===== config.mk =====
export PLATFORM = sky130hd
export DESIGN_NAME = wb_write_ctrl
export DESIGN_NICKNAME = d
export VERILOG_FILES = /design/src/rtl/cpu31_wb_pkg.sv /design/src/rtl/wb_fifo.sv /design/src/rtl/wb_write_ctrl.sv
export SDC_FILE = /design/constraint.sdc
export NUM_CORES = 1
export LEC_CHECK = 0
export CAP_MARGIN = 10
export CORE_MARGIN = 2
export CORE_UTILIZATION = 54
export DETAILED_ROUTE_END_ITERATION = 12
export PLACE_DENSITY_LB_ADDON = 0.1
export SYNTH_ARGS = -nofsm -noshare
export SYNTH_HDL_FRONTEND = slang
export SYNTH_HIERARCHICAL = 1
export SYNTH_SLANG_ARGS = --single-unit

===== constraint.sdc =====
create_clock -name clk -period 3.8 [get_ports clk]
set_input_delay 0.57 -clock clk [delete_from_list [all_inputs] [get_ports clk]]
set_output_delay 0.57 -clock clk [all_outputs]
set_load 0.01 [all_outputs]

===== src/rtl/cpu31_wb_pkg.sv =====
// Shared types and sizes for the register-file writeback path.
package cpu31_wb_pkg;

  localparam int REG_ADDR_W = 5;
  localparam int DATA_W     = 32;
  localparam int NUM_REGS   = 32;

  // One queued register-file write: destination plus data.
  typedef struct packed {
    logic [REG_ADDR_W-1:0] waddr;
    logic [DATA_W-1:0]     wdata;
  } wb_entry_t;

  localparam int ENTRY_W = $bits(wb_entry_t);

endpackage


===== src/rtl/wb_fifo.sv =====
// Small circular FIFO for pending register-file writes.
// The head entry is presented directly from the storage registers, so a push
// becomes visible on the cycle after it is accepted (no same-cycle bypass).
module wb_fifo #(
  parameter int DEPTH = 4,
  parameter int WIDTH = 37
) (
  input  logic             clk,
  input  logic             rst_n,
  input  logic             push,
  input  logic [WIDTH-1:0] push_data,
  input  logic             pop,
  output logic [WIDTH-1:0] head_data,
  output logic             full,
  output logic             empty
);

  localparam int AW = $clog2(DEPTH);

  logic [WIDTH-1:0] mem_reg [DEPTH];
  logic [AW:0]      wr_ptr_reg;
  logic [AW:0]      rd_ptr_reg;
  logic             do_push;
  logic             do_pop;

  // Extra pointer MSB distinguishes full from empty when the indices match.
  assign empty   = (wr_ptr_reg == rd_ptr_reg);
  assign full    = (wr_ptr_reg[AW] != rd_ptr_reg[AW]) &&
                   (wr_ptr_reg[AW-1:0] == rd_ptr_reg[AW-1:0]);
  assign do_push = push && !full;
  assign do_pop  = pop && !empty;

  assign head_data = mem_reg[rd_ptr_reg[AW-1:0]];

  // Storage is cleared on reset so the head reads as zero while empty.
  always_ff @(posedge clk or negedge rst_n) begin
    if (!rst_n) begin
      for (int i = 0; i < DEPTH; i++) begin
        mem_reg[i] <= '0;
      end
    end else if (do_push) begin
      mem_reg[wr_ptr_reg[AW-1:0]] <= push_data;
    end
  end

  // Read/write pointers advance independently on accepted push/pop.
  always_ff @(posedge clk or negedge rst_n) begin
    if (!rst_n) begin
      wr_ptr_reg <= '0;
      rd_ptr_reg <= '0;
    end else begin
      if (do_push) wr_ptr_reg <= wr_ptr_reg + 1'b1;
      if (do_pop)  rd_ptr_reg <= rd_ptr_reg + 1'b1;
    end
  end

endmodule


===== src/rtl/wb_write_ctrl.sv =====
// Writer side of the 32x32 register-file write port.
// Queues producer results, drains one write per cycle, and tracks a
// per-register pending-write count so issue logic can stall on RAW hazards.
module wb_write_ctrl
  import cpu31_wb_pkg::*;
#(
  parameter int DEPTH = 4,
  parameter int CNT_W = 2
) (
  input  logic                  clk,
  input  logic                  rst_n,
  input  logic                  iss_valid,
  input  logic [REG_ADDR_W-1:0] iss_waddr,
  output logic                  iss_ready,
  input  logic                  res_valid,
  output logic                  res_ready,
  input  logic [REG_ADDR_W-1:0] res_waddr,
  input  logic [DATA_W-1:0]     res_wdata,
  input  logic                  res_overflow,
  input  logic                  wb_hold,
  output logic                  rf_we,
  output logic [REG_ADDR_W-1:0] rf_waddr,
  output logic [DATA_W-1:0]     rf_wdata,
  input  logic [REG_ADDR_W-1:0] chk_raddr1,
  input  logic [REG_ADDR_W-1:0] chk_raddr2,
  output logic                  chk_busy1,
  output logic                  chk_busy2,
  output logic                  err_sticky
);

  logic [NUM_REGS-1:0][CNT_W-1:0] count_reg;
  logic [NUM_REGS-1:0][CNT_W-1:0] count_next;
  logic [NUM_REGS-1:0]            underflow;
  logic                           err_reg;

  logic      fifo_full;
  logic      fifo_empty;
  logic      accept;
  logic      keep;
  logic      push;
  logic      drop_retire;
  logic      iss_fire;
  wb_entry_t push_entry;
  wb_entry_t head_entry;

  // Result acceptance: $zero and overflowed results are dropped, but a
  // dropped overflow still retires its reservation.
  assign res_ready   = !fifo_full;
  assign accept      = res_valid && res_ready;
  assign keep        = (res_waddr != '0) && !res_overflow;
  assign push        = accept && keep;
  assign drop_retire = accept && !keep && (res_waddr != '0);

  assign push_entry.waddr = res_waddr;
  assign push_entry.wdata = res_wdata;

  wb_fifo #(
    .DEPTH (DEPTH),
    .WIDTH (ENTRY_W)
  ) u_fifo (
    .clk       (clk),
    .rst_n     (rst_n),
    .push      (push),
    .push_data (push_entry),
    .pop       (rf_we),
    .head_data (head_entry),
    .full      (fifo_full),
    .empty     (fifo_empty)
  );

  // Every write that reaches the regfile pops the head in the same cycle.
  assign rf_we    = !fifo_empty && !wb_hold;
  assign rf_waddr = head_entry.waddr;
  assign rf_wdata = head_entry.wdata;

  // Reservations to $zero are accepted but never counted.
  assign iss_ready = (iss_waddr == '0) || (count_reg[iss_waddr] != {CNT_W{1'b1}});
  assign iss_fire  = iss_valid && iss_ready && (iss_waddr != '0);

  // Hazard queries see the count from before this edge.
  assign chk_busy1 = (chk_raddr1 != '0) && (count_reg[chk_raddr1] != '0);
  assign chk_busy2 = (chk_raddr2 != '0) && (count_reg[chk_raddr2] != '0);

  assign err_sticky = err_reg;

  // Per-register next count: +1 on reservation, -1 for each retire
  // (drop and pop may both hit the same register), clamped at zero.
  for (genvar gi = 0; gi < NUM_REGS; gi++) begin : gen_cnt
    logic             inc;
    logic [1:0]       dec;
    logic [CNT_W:0]   sum;

    assign inc = iss_fire && (iss_waddr == REG_ADDR_W'(gi));
    assign dec = {1'b0, drop_retire && (res_waddr == REG_ADDR_W'(gi))} +
                 {1'b0, rf_we && (rf_waddr == REG_ADDR_W'(gi))};
    assign sum = {1'b0, count_reg[gi]} + {{CNT_W{1'b0}}, inc};
    assign underflow[gi]  = (sum < (CNT_W+1)'(dec));
    assign count_next[gi] = underflow[gi] ? '0 : CNT_W'(sum - (CNT_W+1)'(dec));
  end

  // Pending-write counters for all registers.
  always_ff @(posedge clk or negedge rst_n) begin
    if (!rst_n) begin
      count_reg <= '0;
    end else begin
      count_reg <= count_next;
    end
  end

  // Latch any retire against a register with nothing pending.
  always_ff @(posedge clk or negedge rst_n) begin
    if (!rst_n) begin
      err_reg <= 1'b0;
    end else if (|underflow) begin
      err_reg <= 1'b1;
    end
  end

endmodule


==> qor.yml, run 1 <==
outcome: "complete, but fails checks"
violations: "negative setup slack"
ys_seq_elements: 219
crit_start: "iss_waddr[0]"
yosysTopAreaCell: "dfrtp_1"
viasPerCell: 5.65
routed_wl_um: 38300
vdd_ir_drop_max_v: 0.000608
io_buffers: 100
grt_pass1_wl_um: 60900
critical_path_class: "primary input to register"
fin_ws_ps: -10.3
power_frac_clock: 0.200
worstPathRequired_ps: 4220
fmax_mhz: 262
coreArea_um2: 26200
synth-edff-count: 0
fin_skew_ps: 13.4
ioPinCount: 101
cellPowerDensity_nw_per_um2: 698
cts_tree: "done"
clockBufferDepth: 3
vias: 10365
rsz0062_at_grt: "true"
cap_violations: 0
cts_buffers: 26
finalSetupTns_ps: -10.3
power.share.combinational: 0.495
p_int_w: 0.00874
hpwlAfterDp_um: 28100
dr.pass1.iters: 5
cts_root_buf: "clkbuf_16"
cts.sinks: 219
final_area_um2: 18800
ys.flop_type: "dfrtp_1"
synthDistinctLibCells: 56
gp_congestion: 0.938
finalSetupViolations: 1
syn_avg_cell_area_um2: 12.5
post_dp_cell_area_um2: 17400
die-area_um2: 28100
drive_gt1_frac: 0.387
grt.total_usage: 0.280
syn_area_um2: 14500
hold_class: "primary input to asynchronous set/reset pin"
start_util: 0.552
synth_commonest_cells: "219 x dfrtp_1, 133 x ha_1, 128 x nor2_1"
period_minus_slack_ps: 3810
ys_async_sr_fraction: 1.00
yosysMostFrequentCell: "dfrtp_1"
area_growth_pct: 30.0
cts_max_level: 1
antenna_found_initial: 1
r2r_setup_slack_ps: 30
yosys_warnings: 6
grt_max_degree: 90
sw_frac_of_total: 0.334
fin_crit_sh: 1.00
cp_max_fo: 6
die_w_um: 168
initialDrtViolationCount: 535
route.detailed.wl_per_inst_um: 20.9
whs_ps: 10.9
drc_errors: 0
clk_pin_slew_ps: 60
dieHeight_um: 168
grt_pass1_vias: 11211
power_leakage_nw: 8.60
grt_remaining_overflow: 0
nNetsFinal: 1703
synthCells: 1158
cp-end-kind: "register"
rows: 59
antenna_cells: 0
start_kind: "primary input"
sequentialPowerShare: 0.305
yosysSeqAreaShare: 0.379
r2r-start: "count_reg[1]"
netSwitchingPower_w: 0.00438
largest_reg_flops: 148
clock_latency_ps: 550
slew_headroom: 0.502
synth_area_leaders: "dfrtp_1 38%, ha_1 12%, mux2_4 11%, mux4_2 9.8%, fa_1 4.4%"
tightestPinTransition_ps: 747
fin_util: 0.717
arrival_ps: 4240
slew_violations: 0
drtAntennaViolNets: 0
yosysTopAreaCellShare: 0.379
hold_violations: 0
-- critical path: stages --
cell and delay [ps]:
buf_4 130, bufbuf_16 290, mux4_2 500, a22o_1 220, nor2_4 190, a21oi_4 80, nor4_2 290, ha_1 210
inv_1 60, fa_1 520, o31ai_4 280, nand4_1 210, nor4_2 290, nand4_1 130, a211o_1 250
-- worst paths after layout --
path / to / depth (start not counted)
min reg2reg: u_fifo/mem_reg[28] / 1
min: count_reg[17] / 1
min in group clk: u_fifo/mem_reg[28] / 1
max reg2reg: err_sticky / 13
max: err_sticky / 15
max in group asynchronous: u_fifo/rd_ptr_reg[2] / 2
-- cell families after synthesis --
logic type / synth area share
and+or+nand+nor: 0.0988
DFF: 0.379
muxes: 0.245
adders and majority gates: 0.159
buffers and inverters: 0.0467
AOI/OAI and AO/OA: 0.0445
xor gates and xnor gates: 0.0266
other: 0.000259
-- cell type report --
type | instances | area (um2)
clock buffer | 35 | 724
clock inverter | 11 | 183
fill | 1865 | 7410
inverter | 97 | 364
multi-input combinational | 798 | 8640
sequential | 219 | 5490
tap | 335 | 419
timing repair buffer | 338 | 2980
-- repair_timing --
action | CTS | global route
buffers inserted | 5 | 4
pin swaps | 12 | 12
cloned | 3 | 1
hold buffers | 0 | 0
endpoints found under the hold margin | 0 | 0
gates resized for setup | 47 | 24
endpoints found under the setup margin | 2 | 1
-- through the flow --
stage          setup WS [ps]  power [W]  std cells
6_report               -10.3     0.0131       1833
5_1_grt                 -103     0.0139       1833
4_1_cts                0.774     0.0132       1828
3_5_place_dp           -1090     0.0103       1774
3_3_place_gp            -954     0.0102       1774
2_1_floorplan          -40.4    0.00775       1159
-- routing by layer --
layer | share of wire | GRT usage | routed length (um) | up-vias
met2 | 0.48 | 0.467 | 18400 | 307
met1 | 0.41 | 0.349 | 15600 | 5223
li1 | - | - | - | 4759
met4 | 0.039 | 0.107 | 1490 | 0
met3 | 0.072 | 0.0768 | 2770 | 76
met5 | 0 | 0 | 0 | -
-- cell usage in the layout (no fill, tap or decap), types with 6 or more instances in the layout --
cell,n
nor3_1,41
nand2_1,19
nand3b_1,6
nand3_1,7
nor2_1,124
dfrtp_2,6
clkdlybuf4s50_1,97
xnor2_1,34
inv_1,96
a22o_1,7
or3_1,8
o31ai_1,6
fa_1,30
nand4_1,6
nand2b_1,13
a21oi_1,23
mux2_4,110
clkbuf_16,26
nor4_2,8
mux2_2,40
o31ai_2,9
buf_4,226
nor2b_1,18
buf_12,9
mux4_2,63
ha_1,121
nor3_2,11
ha_2,12
dfrtp_1,213
-- power by group through the flow --
stage          clock network (W)  logic [W]  registers (W)
2_1_floorplan                  0    0.00397        0.00378
3_3_place_gp                   0    0.00623        0.00396
3_5_place_dp                   0    0.00630        0.00399
4_1_cts                  0.00268    0.00647        0.00400
5_1_grt                  0.00278    0.00697        0.00411
6_report                 0.00263    0.00649        0.00400
No activity file was read; power rests on OpenSTA's default activity.
==> run 2, diff against run 1 <==
--- a/config.mk
+++ b/config.mk
@@ -10,6 +10,7 @@
 export CORE_UTILIZATION = 54
 export DETAILED_ROUTE_END_ITERATION = 12
 export PLACE_DENSITY_LB_ADDON = 0.1
+export SKIP_LAST_GASP = 1
 export SYNTH_ARGS = -nofsm -noshare
 export SYNTH_HDL_FRONTEND = slang
 export SYNTH_HIERARCHICAL = 1
==> qor.yml, run 2 (same netlist as run 1, synthesis figures left out) <==
outcome: "complete, but fails checks"
violations: "negative setup slack"
vias: 10378  # +0.13%
initialDrtViolationCount: 552  # +3.2%
cap_violations: 0  # unchanged
io_buffers: 100  # unchanged
slew_violations: 0  # unchanged
cp-end-kind: "register"
p_int_w: 0.00874  # about the same
grt_max_degree: 90  # unchanged
tightestPinTransition_ps: 747  # +0.00894 ps
viasPerCell: 5.66  # +0.13%
hold_violations: 0  # unchanged
fin_skew_ps: 14.3  # +0.828 ps
layout_commonest_cell: "buf_4"
drc_errors: 0  # unchanged
reg2reg_depth: 13  # unchanged
largest_reg_flops: 148  # unchanged
cts_hold_buf: 0  # unchanged
hold_class: "primary input to asynchronous set/reset pin"
mostFrequentLayoutCells: "226 x buf_4, 213 x dfrtp_1, 124 x nor2_1"
r2r_setup_slack_ps: 30  # about the same
critical_path_class: "primary input to register"
dr.pass1.iters: 5  # unchanged
rsz0062_at_grt: "true"
start_util: 0.552  # unchanged
hpwlAfterDp_um: 28100  # unchanged
place_inst: 1774  # unchanged
worstPathRequired_ps: 4220  # about the same
die_w_um: 168  # unchanged
antenna_found_initial: 1  # unchanged
vdd_ir_drop_max_v: 0.000608  # about the same
cts_max_level: 1  # unchanged
cellPowerDensity_nw_per_um2: 698  # about the same
power_leakage_nw: 8.61  # about the same
area_growth_pct: 30.0  # about the same
fin_ws_ps: -10.4  # -0.103 ps
grt_pass1_wl_um: 60900  # unchanged
dieHeight_um: 168  # unchanged
cts.sinks: 219  # unchanged
cp_max_fo: 6  # unchanged
cts_tree: "done"
start_kind: "primary input"
route.detailed.wl_per_inst_um: 20.9  # about the same
gp_congestion: 0.938  # unchanged
period_minus_slack_ps: 3810  # +0.103 ps
rows: 59  # unchanged
coreArea_um2: 26200  # unchanged
finalSetupViolations: 1  # unchanged
antenna_cells: 0  # unchanged
nNetsFinal: 1703  # unchanged
arrival_ps: 4230  # about the same
sequentialPowerShare: 0.305  # about the same
ioPinCount: 101  # unchanged
routed_wl_um: 38300  # about the same
sw_frac_of_total: 0.334  # about the same
preCtsSetupSlack_ps: -1090  # unchanged
cts_root_buf: "clkbuf_16"
fmax_mhz: 262  # about the same
netSwitchingPower_w: 0.00438  # about the same
power_frac_clock: 0.200  # about the same
instances_no_fill: 1833  # unchanged
finalSetupTns_ps: -10.4  # -0.103 ps
slew_headroom: 0.502  # about the same
power_w: 0.0131  # about the same
cts_buffers: 26  # unchanged
clockBufferDepth: 3  # unchanged
drtAntennaViolNets: 0  # unchanged
rr_endpoint: "err_sticky"
fill_cells: 1865  # unchanged
fin_util: 0.717  # about the same
power.share.combinational: 0.495  # about the same
drive_gt1_frac: 0.385  # -0.00134
clk_pin_slew_ps: 60  # about the same
grt_remaining_overflow: 0  # unchanged
grt_pass1_vias: 11211  # unchanged
r2r-start: "count_reg[1]"
fin_crit_sh: 1.00  # about the same
crit_start: "iss_waddr[0]"
grt.total_usage: 0.280  # unchanged
clock_latency_ps: 550  # about the same
die-area_um2: 28100  # unchanged
[run 2: cell counts in the layout (fill, tap and decap cells not counted)]
No cell type changed its count.
[run 2: layout make-up]
cell class / instances / area (um2) / share of cell area
well taps: 335 / 419 / 0.0223
multi-input cells: 798 / 8640 / 0.460
clock inverters: 11 / 183 / 0.00972
clock buffers: 35 / 724 / 0.0385
repair buffers: 338 / 2980 / 0.159
inverters: 97 / 364 / 0.0194
flip-flops and latches: 219 / 5490 / 0.292
[run 2: metrics by stage]
stage	hold slack, ps	instance area [um2]
2_1_floorplan	274	14500
3_3_place_gp	485	17400
3_5_place_dp	492	17400
4_1_cts	58.9	18700
5_1_grt	73.6	18800
6_report	13.5	18800
[run 2: repair_timing]
action / in CTS / in global routing
setup endpoints to repair: 2 / 1
buffers inserted: 5 / 4
gates resized for setup: 47 / 22
gates cloned: 3 / 1
pin swaps: 12 / 11
[run 2: critical path: stages]
cell       delay, ps
buf_4            130
bufbuf_16        290
mux4_2           500
a22o_1           220
nor2_4           190
a21oi_4           80
nor4_2           290
ha_1             210
inv_1             60
fa_1             520
o31ai_4          280
nand4_1          210
nor4_2           290
nand4_1          130
a211o_1          250
[run 2: how the worst max path moves through the flow]
stage | end | slack [ps] | cells after the start
2_1_floorplan | err_sticky | -40 | 16
3_3_place_gp | err_sticky | -950 | 15
3_5_place_dp | err_sticky | -1090 | 15
4_1_cts | err_sticky | 0.8 | 15
5_1_grt | err_sticky | -130 | 15
6_report | err_sticky | -10 | 15
[run 2: per-layer routing]
metal | vias to the layer above | share of wire | global-route usage
li1 | 4759 | - | -
met1 | 5217 | 0.41 | 0.349
met2 | 326 | 0.48 | 0.467
met3 | 76 | 0.074 | 0.0768
met4 | 0 | 0.039 | 0.107
met5 | - | 0 | 0
[run 2: power by group through the flow]
stage | clock, W | sequential (W) | combinational (W)
2_1_floorplan | 0 | 0.00378 | 0.00397
3_3_place_gp | 0 | 0.00396 | 0.00623
3_5_place_dp | 0 | 0.00399 | 0.00630
4_1_cts | 0.00268 | 0.00400 | 0.00647
5_1_grt | 0.00278 | 0.00411 | 0.00697
6_report | 0.00263 | 0.00400 | 0.00649
